==> config.mk <==
export PLATFORM = sky130hd
export DESIGN_NAME = fu_issue_scheduler_flat
export DESIGN_NICKNAME = d
export VERILOG_FILES = /design/src/rtl/fu_issue_scheduler_if.sv /design/src/rtl/fu_issue_scheduler.sv /design/src/flat_wrapper.sv
export SDC_FILE = /design/constraint.sdc
export NUM_CORES = 1
export LEC_CHECK = 0
export ABC_CLOCK_PERIOD_IN_PS = 8600
export CORE_MARGIN = 3
export CORE_UTILIZATION = 30
export CTS_BUF_LIST = sky130_fd_sc_hd__clkbuf_8
export DETAILED_ROUTE_END_ITERATION = 8
export PLACE_DENSITY = 0.58
export REMOVE_ABC_BUFFERS = 1
export SYNTH_ARGS = -nofsm -noshare
export SYNTH_HDL_FRONTEND = slang
export SYNTH_SLANG_ARGS = --single-unit
==> constraint.sdc <==
create_clock -name clk -period 8.6 [get_ports clk]
set_input_delay 1.72 -clock clk [delete_from_list [all_inputs] [get_ports clk]]
set_output_delay 1.72 -clock clk [all_outputs]
set_load 0.1 [all_outputs]
==> src/rtl/fu_issue_scheduler_if.sv <==
// Issue-side bundle between the ID stage and the issue scheduler.
// The ID stage (master) presents one instruction per cycle. The scheduler
// (slave) returns grant/stall, divider status, the writeback select and the
// scoreboard.
interface fu_issue_scheduler_if;
  // ID -> scheduler
  logic        issue_valid_ID;
  logic [1:0]  fu_type_ID;
  logic [4:0]  rd_ID;
  logic [4:0]  rs1_ID;
  logic [4:0]  rs2_ID;
  logic        rs1use_ID;
  logic        rs2use_ID;
  logic        RegWrite_ID;
  logic        flush_ID;
  // scheduler -> ID / writeback mux
  logic        issue_grant;
  logic        stall_ID;
  logic        div_busy;
  logic        wb_valid;
  logic [1:0]  wb_fu;
  logic [4:0]  wb_rd;
  logic [31:0] pending_mask;

  modport master (
    output issue_valid_ID, fu_type_ID, rd_ID, rs1_ID, rs2_ID,
           rs1use_ID, rs2use_ID, RegWrite_ID, flush_ID,
    input  issue_grant, stall_ID, div_busy, wb_valid, wb_fu, wb_rd,
           pending_mask
  );

  modport slave (
    input  issue_valid_ID, fu_type_ID, rd_ID, rs1_ID, rs2_ID,
           rs1use_ID, rs2use_ID, RegWrite_ID, flush_ID,
    output issue_grant, stall_ID, div_busy, wb_valid, wb_fu, wb_rd,
           pending_mask
  );
endinterface

==> src/rtl/fu_issue_scheduler.sv <==
// Issue-stage scheduler for the multi-cycle functional units.
// It keeps a scoreboard of in-flight destination registers and blocks the
// non-pipelined divider while it is busy. A reservation shift register
// assigns the single register-file write port to exactly one result per
// cycle.
module fu_issue_scheduler #(
  parameter int unsigned ALU_LAT  = 1,
  parameter int unsigned MEM_LAT  = 2,
  parameter int unsigned MUL_LAT  = 4,
  parameter int unsigned DIV_LAT  = 8,
  parameter int unsigned WB_DEPTH = 16
) (
  input logic                clk,
  input logic                rst,
  fu_issue_scheduler_if.slave bus
);

  localparam int unsigned NSLOT = WB_DEPTH - 1;
  localparam int unsigned IDX_W = $clog2(WB_DEPTH);
  localparam int unsigned DCW   = ($clog2(DIV_LAT + 1) < 4) ? 4 : $clog2(DIV_LAT + 1);

  typedef struct packed {
    logic       vld;
    logic [1:0] fu;
    logic [4:0] rd;
  } slot_t;

  // res_q[k] holds the result that is written back k+1 cycles from now.
  slot_t [NSLOT-1:0] res_q, res_d, res_ins;
  slot_t             wb_q, wb_d;
  logic [31:0]       pend_q, pend_d;
  logic [DCW-1:0]    div_cnt_q, div_cnt_d;

  logic [IDX_W-1:0]  lat_idx;
  logic              writer, raw, waw, strct, wbconf, grant, div_busy;

  // The slot that reaches writeback L cycles after this one.
  always_comb begin
    lat_idx = IDX_W'(ALU_LAT - 1);
    case (bus.fu_type_ID)
      2'b00:   lat_idx = IDX_W'(ALU_LAT - 1);
      2'b01:   lat_idx = IDX_W'(MEM_LAT - 1);
      2'b10:   lat_idx = IDX_W'(MUL_LAT - 1);
      default: lat_idx = IDX_W'(DIV_LAT - 1);
    endcase
  end

  // Hazards look only at registered state, so grant has no path through
  // this cycle's writeback. A dependant issues the cycle after writeback.
  always_comb begin
    writer   = bus.RegWrite_ID & (bus.rd_ID != 5'd0);
    div_busy = (div_cnt_q != '0);
    raw      = (bus.rs1use_ID & (bus.rs1_ID != 5'd0) & pend_q[bus.rs1_ID]) |
               (bus.rs2use_ID & (bus.rs2_ID != 5'd0) & pend_q[bus.rs2_ID]);
    waw      = writer & pend_q[bus.rd_ID];
    strct    = (bus.fu_type_ID == 2'b11) & div_busy;
    wbconf   = writer & res_q[lat_idx].vld;
    grant    = bus.issue_valid_ID & ~bus.flush_ID & ~(raw | waw | strct | wbconf);
  end

  // Insert the granted writer, then advance the reservations by one slot.
  always_comb begin
    res_ins = res_q;
    if (grant && writer) begin
      res_ins[lat_idx] = '{vld: 1'b1, fu: bus.fu_type_ID, rd: bus.rd_ID};
    end
    wb_d = res_ins[0];
    res_d = '0;
    for (int k = 0; k < int'(NSLOT) - 1; k++) begin
      res_d[k] = res_ins[k+1];
    end
  end

  // Scoreboard and divider occupancy. WAW blocking keeps a set and a clear
  // of the same bit from landing on the same edge.
  always_comb begin
    pend_d = pend_q;
    if (wb_q.vld) pend_d[wb_q.rd] = 1'b0;
    if (grant && writer) pend_d[bus.rd_ID] = 1'b1;
    pend_d[0] = 1'b0;

    div_cnt_d = div_cnt_q;
    if (grant && (bus.fu_type_ID == 2'b11)) begin
      div_cnt_d = DCW'(DIV_LAT);
    end else if (div_cnt_q != '0) begin
      div_cnt_d = div_cnt_q - 1'b1;
    end
  end

  // State registers. Reset drops every in-flight result.
  always_ff @(posedge clk) begin
    if (rst) begin
      res_q     <= '0;
      wb_q      <= '0;
      pend_q    <= '0;
      div_cnt_q <= '0;
    end else begin
      res_q     <= res_d;
      wb_q      <= wb_d;
      pend_q    <= pend_d;
      div_cnt_q <= div_cnt_d;
    end
  end

  assign bus.issue_grant  = grant;
  assign bus.stall_ID     = bus.issue_valid_ID & ~bus.flush_ID & ~grant;
  assign bus.div_busy     = div_busy;
  assign bus.wb_valid     = wb_q.vld;
  assign bus.wb_fu        = wb_q.fu;
  assign bus.wb_rd        = wb_q.rd;
  assign bus.pending_mask = pend_q;

endmodule
==> src/flat_wrapper.sv <==
// flat-port wrapper written by rule: the top's interface ports become plain ports
module fu_issue_scheduler_flat 
#(
  parameter int unsigned ALU_LAT  = 1,
  parameter int unsigned MEM_LAT  = 2,
  parameter int unsigned MUL_LAT  = 4,
  parameter int unsigned DIV_LAT  = 8,
  parameter int unsigned WB_DEPTH = 16
)
  (clk, rst, bus_issue_valid_ID, bus_fu_type_ID, bus_rd_ID, bus_rs1_ID, bus_rs2_ID, bus_rs1use_ID, bus_rs2use_ID, bus_RegWrite_ID, bus_flush_ID, bus_issue_grant, bus_stall_ID, bus_div_busy, bus_wb_valid, bus_wb_fu, bus_wb_rd, bus_pending_mask);
  fu_issue_scheduler_if bus_i ();
  input logic clk;
  input logic rst;
  input wire logic [$bits(bus_i.issue_valid_ID)-1:0] bus_issue_valid_ID;
  input wire logic [$bits(bus_i.fu_type_ID)-1:0] bus_fu_type_ID;
  input wire logic [$bits(bus_i.rd_ID)-1:0] bus_rd_ID;
  input wire logic [$bits(bus_i.rs1_ID)-1:0] bus_rs1_ID;
  input wire logic [$bits(bus_i.rs2_ID)-1:0] bus_rs2_ID;
  input wire logic [$bits(bus_i.rs1use_ID)-1:0] bus_rs1use_ID;
  input wire logic [$bits(bus_i.rs2use_ID)-1:0] bus_rs2use_ID;
  input wire logic [$bits(bus_i.RegWrite_ID)-1:0] bus_RegWrite_ID;
  input wire logic [$bits(bus_i.flush_ID)-1:0] bus_flush_ID;
  output wire logic [$bits(bus_i.issue_grant)-1:0] bus_issue_grant;
  output wire logic [$bits(bus_i.stall_ID)-1:0] bus_stall_ID;
  output wire logic [$bits(bus_i.div_busy)-1:0] bus_div_busy;
  output wire logic [$bits(bus_i.wb_valid)-1:0] bus_wb_valid;
  output wire logic [$bits(bus_i.wb_fu)-1:0] bus_wb_fu;
  output wire logic [$bits(bus_i.wb_rd)-1:0] bus_wb_rd;
  output wire logic [$bits(bus_i.pending_mask)-1:0] bus_pending_mask;
  assign bus_i.issue_valid_ID = bus_issue_valid_ID;
  assign bus_i.fu_type_ID = bus_fu_type_ID;
  assign bus_i.rd_ID = bus_rd_ID;
  assign bus_i.rs1_ID = bus_rs1_ID;
  assign bus_i.rs2_ID = bus_rs2_ID;
  assign bus_i.rs1use_ID = bus_rs1use_ID;
  assign bus_i.rs2use_ID = bus_rs2use_ID;
  assign bus_i.RegWrite_ID = bus_RegWrite_ID;
  assign bus_i.flush_ID = bus_flush_ID;
  assign bus_issue_grant = bus_i.issue_grant;
  assign bus_stall_ID = bus_i.stall_ID;
  assign bus_div_busy = bus_i.div_busy;
  assign bus_wb_valid = bus_i.wb_valid;
  assign bus_wb_fu = bus_i.wb_fu;
  assign bus_wb_rd = bus_i.wb_rd;
  assign bus_pending_mask = bus_i.pending_mask;
  fu_issue_scheduler #(.ALU_LAT(ALU_LAT), .MEM_LAT(MEM_LAT), .MUL_LAT(MUL_LAT), .DIV_LAT(DIV_LAT), .WB_DEPTH(WB_DEPTH)) u_core (.clk(clk), .rst(rst), .bus(bus_i));
endmodule
Yosys cells after proc, flatten, opt, wreduce, memory -nomap -nowiden:

Cells that the tools add are included.

* $add $sub $neg: 1
* $lt $le $gt $ge: 8
* equality and inequality tests: 3
* mux-type cells: 21
* bitwise operators: 21
* reduce and logical (&&, ||, !) cells: 12

Operators by type and width (count)
* 120-bit bitwise mux: 1
* 120-bit 2-to-1 mux: 1
* 32-bit 2-to-1 mux: 2
* 32-bit AND: 1
* 8-bit binary-select mux with 4-bit select: 1
* 8-bit demux with 4-bit select: 1
* 32-bit NOT: 1
* 32-bit OR: 1
* 5-bit by 6-bit < comparator with 1-bit output, second input constant: 4
* 8-bit 2-to-1 mux: 2
* 1-bit binary-select mux with 5-bit select: 3
* 5-bit nonzero test: 3
* 1-bit AND: 11
* 1-bit demux with 5-bit select: 2
* 5-bit by 1-bit >= comparator with 1-bit output, second input constant: 2
* 3-bit one-hot mux with 3 select lines: 1
* 4-bit 2-to-1 mux: 2
* 1-bit logical AND: 5
* 3-bit by 5-bit < comparator with 1-bit output, second input constant: 1
* 1-bit 2-to-1 mux: 5
* 2-bit == test, second input constant: 2
* 1-bit OR: 4
* 4-bit nonzero test: 1
* 4-bit by 1-bit subtractor with 4-bit output, second input constant: 1
* other kinds (6): 8

* register bits: 156
* input port bits: 24
* output and inout bits: 43

Logic depth before layout (Yosys ltp):

* word-level depth: 11
* gate-level depth with buffers: 9
* depth with buffers taken out: 7

Worst setup path before layout:

Ideal clock, no wire load.

* kind: input port to output port
* start: input bus_rs1_ID[1]
* end: output bus_issue_grant
* arrival time: 5.395 ns
* data required time: 6.880 ns
* slack: 1.485 ns
* stages on the path: 8
* path buffers: 2
* cells stage by stage: buf_2 > mux4_2 > nand3b_1 > nand4_2 > a311oi_4 > nand2_4 > buf_6 > nor3_1

* longest elaborated chain between the ends: 9

Ends and longest elaborated chain
* start, declared: line flat_wrapper.sv:17 `input wire logic [$bits(bus_i.rs1_ID)-1:0] bus_rs1_ID;`
* 1-bit binary-select mux with 5-bit select or 5-bit nonzero test (tied branches): line fu_issue_scheduler.sv:53 `raw = (bus.rs1use_ID & (bus.rs1_ID != 5'd0) & pend_q[bus.rs1_ID]) |`
* 1-bit 2-to-1 mux (implied by the code) or 1-bit AND (tied branches): line fu_issue_scheduler.sv:53
* 1-bit AND *: line fu_issue_scheduler.sv:53
* 1-bit OR *: line fu_issue_scheduler.sv:53
* 1-bit OR * (3 in series): line fu_issue_scheduler.sv:58 `grant = bus.issue_valid_ID & ~bus.flush_ID & ~(raw | waw | strct | wbconf);`
* 1-bit NOT *: line fu_issue_scheduler.sv:58
* 1-bit AND *: line fu_issue_scheduler.sv:58
* end, declared: line flat_wrapper.sv:23 `output wire logic [$bits(bus_i.issue_grant)-1:0] bus_issue_grant;`

Mark *: on every way between the ends. The rest lies on a longest branch, timed or not. The select of a mux whose other input is x is not followed.

Worst setup path in the final report:

* start: input bus_rs1_ID[0]
* end: output bus_stall_ID

* longest elaborated chain between the ends: 11

Ends and longest elaborated chain
* 1-bit binary-select mux with 5-bit select or 5-bit nonzero test (tied branches): line fu_issue_scheduler.sv:53
* 1-bit 2-to-1 mux (implied by the code) or 1-bit AND (tied branches): line fu_issue_scheduler.sv:53
* 1-bit AND *: line fu_issue_scheduler.sv:53
* 1-bit OR *: line fu_issue_scheduler.sv:53
* 1-bit OR * (3 in series): line fu_issue_scheduler.sv:58
* 1-bit NOT *: line fu_issue_scheduler.sv:58
* 1-bit AND *: line fu_issue_scheduler.sv:58
* 1-bit NOT *: line fu_issue_scheduler.sv:106 `assign bus.stall_ID = bus.issue_valid_ID & ~bus.flush_ID & ~grant;`
* 1-bit AND *: line fu_issue_scheduler.sv:106
* end, declared: line flat_wrapper.sv:24 `output wire logic [$bits(bus_i.stall_ID)-1:0] bus_stall_ID;`

Marked as above.

==> metrics <==
sequential fraction of the synthesis area=40.8%; Skew-Pair Late Insertion Delay=0.36 ns; Synth area leader=dfxtp_1; Vias=3786; CP startpoint=bus_rs1_ID[0]; Yosys cell types=52; 1st-pass router iterations=5; GRT overflow=0; top cells by area, synth=dfxtp_1, mux4_2, nor2b_1; CP endpoint kind=output port; Pwr Density=161 nW/µm²; CP Launch Type=input port; TritonCTS clock tree=done; Detail Placement HPWL=between 9 and 10 mm; sw power=a little under 0.0003 W; reg2reg setup slack=5.38 ns; sequential share of power=50.7%; Max Cap Viol=0; kind of critical path=input port to output port; Worst Path Max Fanout=25; CTS Buf Count=9; hold_buf cts=0; Primary FF master, synth=dfxtp_1; max frequency=0.136 GHz; initial antenna violation count=0; Final Skew=0.0112 ns; Longest Clk Path Bufs=2; Hold Violations, Final=0; DIE HEIGHT=133 µm; initial drt markers=340; WP data arrival=5.62 ns; flops & latches, synth=99; setup TNS=0 ns; total track usage=approximately 15%; vias in the first global route=roughly 3.7k; Total Nets Final=535; worst-margin pin slew=between 1 and 1.5 ns; Wirelength per Cell=18.2 µm; number of top-level pins=67; layout cells sized above 1=15.0%; die area=17800 µm²; fill cell count=around 1.6k; routed vias/inst=approximately 5.2; maximum vdd drop=0.160 mV; final setup fails=0; GPL Wtd Cong=around 0.84; part of the power in the clock network=30.1%; static leakage=about 2.1 nW; effective utilization at floorplan=between 30% and 40%; EDFF count, synth=0; Hold Path Class=flip-flop to flip-flop; max-slew violations=0; FFs w/ async S/R, synth=0%; RSZ-0062 raised after global routing=false; status=finished, final reports clean; Fin Hold WS=about 0.43 ns; # DRC=0; routed wire length=13.2 mm; Layout area overhead=19.5%; Int Pwr=between 0.0006 and 0.0007 W; Hold Path Origin=u_core.res_q[30]; Gate power share=a little under a fifth; cts repair resizes=0; largest net degree at the start of global routing=106; Cells after Synth=464; clock transition at the registers of the reported paths=approximately 0.090 ns; first-pass GRT wire length=20.8 mm; post-synth top area share=between 40% and 50%; Reg-to-Reg Start=u_core.div_cnt_q[0]; minimum clock period=7.34 ns; Num Clock Sinks=99; Rows=45; I/O Buffers=65; cell area after synthesis=4860 µm²; period utilization=85.3%; antenna cells=0; Ys Warns=0; H-tree Lvls=3; switching fraction of total power=31.0%; Slew HR=16.3%; Post-CTS Setup Inserts=0; die width=roughly 130 µm; root buf cell=clkbuf_8; Avg Cell Area, Syn=approximately 10 µm²; Post-DRT Antenna Nets=0; required time worst endpoint=6.88 ns; Core Box Area=around 16000 µm²
area by class of cell:
| cell class | instances | area, µm² | share of cell area (%) |
|---|---|---|---|
| inverter | 11 | 41.3 | 0.711 |
| clock buffer | 11 | 151 | 2.61 |
| clock inverter | 5 | 36.3 | 0.624 |
| sequential | 99 | 1980 | 34.1 |
| multi-input combinational | 321 | 2680 | 46.1 |
| timing repair buffer | 67 | 658 | 11.3 |
| tap | 211 | 264 | 4.54 |
cell usage in the layout, fill, tap and decap left out, types with 12 or more instances in the layout:
cell type         n
clkdlybuf4s50_1  63
dfxtp_1          99
inv_1            12
mux2i_1          24
mux4_2           17
nand2_1          26
nand2b_1         25
nand3b_1         22
nor2b_1          52
o21ai_0          26
o41ai_2          19
path summary, 6_finish.rpt:
check,depth (start not counted),end
setup / recovery,8,bus_stall_ID
hold / removal,2,u_core.res_q[22]
hold reg to reg,2,u_core.res_q[22]
setup reg to reg,7,u_core.div_cnt_q[1]
power by group through the flow:
stage          clock, W  sequential, W  combinational [W]
2_1_floorplan         0       0.000490           0.000114
3_3_place_gp          0       0.000485           0.000176
3_5_place_dp          0       0.000486           0.000180
4_1_cts        0.000288       0.000475           0.000182
5_1_grt        0.000304       0.000477           0.000194
6_report       0.000282       0.000475           0.000180
cells by family (layout without fill, tap and decap cells):
family / after synthesis / count (layout) / synth area share, %
AO/OA/AOI/OAI: 74 / 74 / 14.0
XOR/XNOR: 2 / 2 / 0.360
adder cells (fa/ha/maj): 2 / 2 / 0.514
buffers and inverters: 44 / 94 / 4.35
flip-flops: 99 / 99 / 40.8
multiplexers: 48 / 48 / 14.7
other: 1 / 1 / 0.0771
AND/OR/NAND/NOR: 194 / 194 / 25.2
flip-flops by register name (all words and copies together), names as in the netlist:
register	cells
u_core.res_q	56
u_core.bus.pending_mask	31
u_core.bus.wb_rd	5
u_core.div_cnt_q	4
u_core.bus.wb_fu	2
u_core.bus.wb_valid	1
routing by layer:
metal / track usage (%) / wire [µm] / up-vias / part of all wire (%)
met2: 23.8 / 6220 / 141 / 47
met4: 6.86 / 369 / 0 / 2.8
li1: - / - / 1775 / -
met3: 3.17 / 925 / 31 / 7.0
met5: 0 / 0 / - / 0
met1: 19.4 / 5680 / 1839 / 43
worst max-delay path, stage by stage:
cell and delay (ns):
clkdlybuf4s50_1 0.82, mux4_1 0.63, o22ai_1 0.17, o221ai_1 0.17, a311oi_4 0.46, nand2_4 0.34, o21ba_2 0.33, clkdlybuf4s50_1 0.97
Yosys cell counts, types with 2 or more instances:
cell type,count
a21oi_1,8
a31oi_1,2
and3b_1,7
buf_2,7
buf_4,2
buf_6,4
clkbuf_1,19
dfxtp_1,99
ha_1,2
inv_1,11
mux2_1,2
mux2_2,4
mux2i_1,24
mux4_2,17
nand2_1,26
nand2b_1,25
nand3_1,10
nand3b_1,22
nand4_1,3
nand4_2,4
nand4b_1,2
nor2_1,11
nor2b_1,52
nor3_1,11
nor3b_1,6
nor4b_2,4
o2111ai_1,2
o21ai_0,26
o41ai_1,6
o41ai_2,18
or2_2,3
or3_1,3
or3b_2,2
xnor2_1,2
stage by stage:
step / cell area (µm²) / total power [W] / worst slack (ns) / utilization (%) / cells
after floorplan: 4690 / 0.000604 / 1.28 / - / 431
after global placement: 5620 / 0.000661 / 1.32 / 36.2 / 709
after detailed placement: 5620 / 0.000666 / 1.25 / 36.2 / 709
after CTS: 5810 / 0.000945 / 1.24 / 37.4 / 725
after global routing: 5810 / 0.000975 / 1.11 / 37.4 / 725
final: 5810 / 0.000937 / 1.26 / 37.4 / 725
Note: power is estimated with default switching activity, not from simulation.
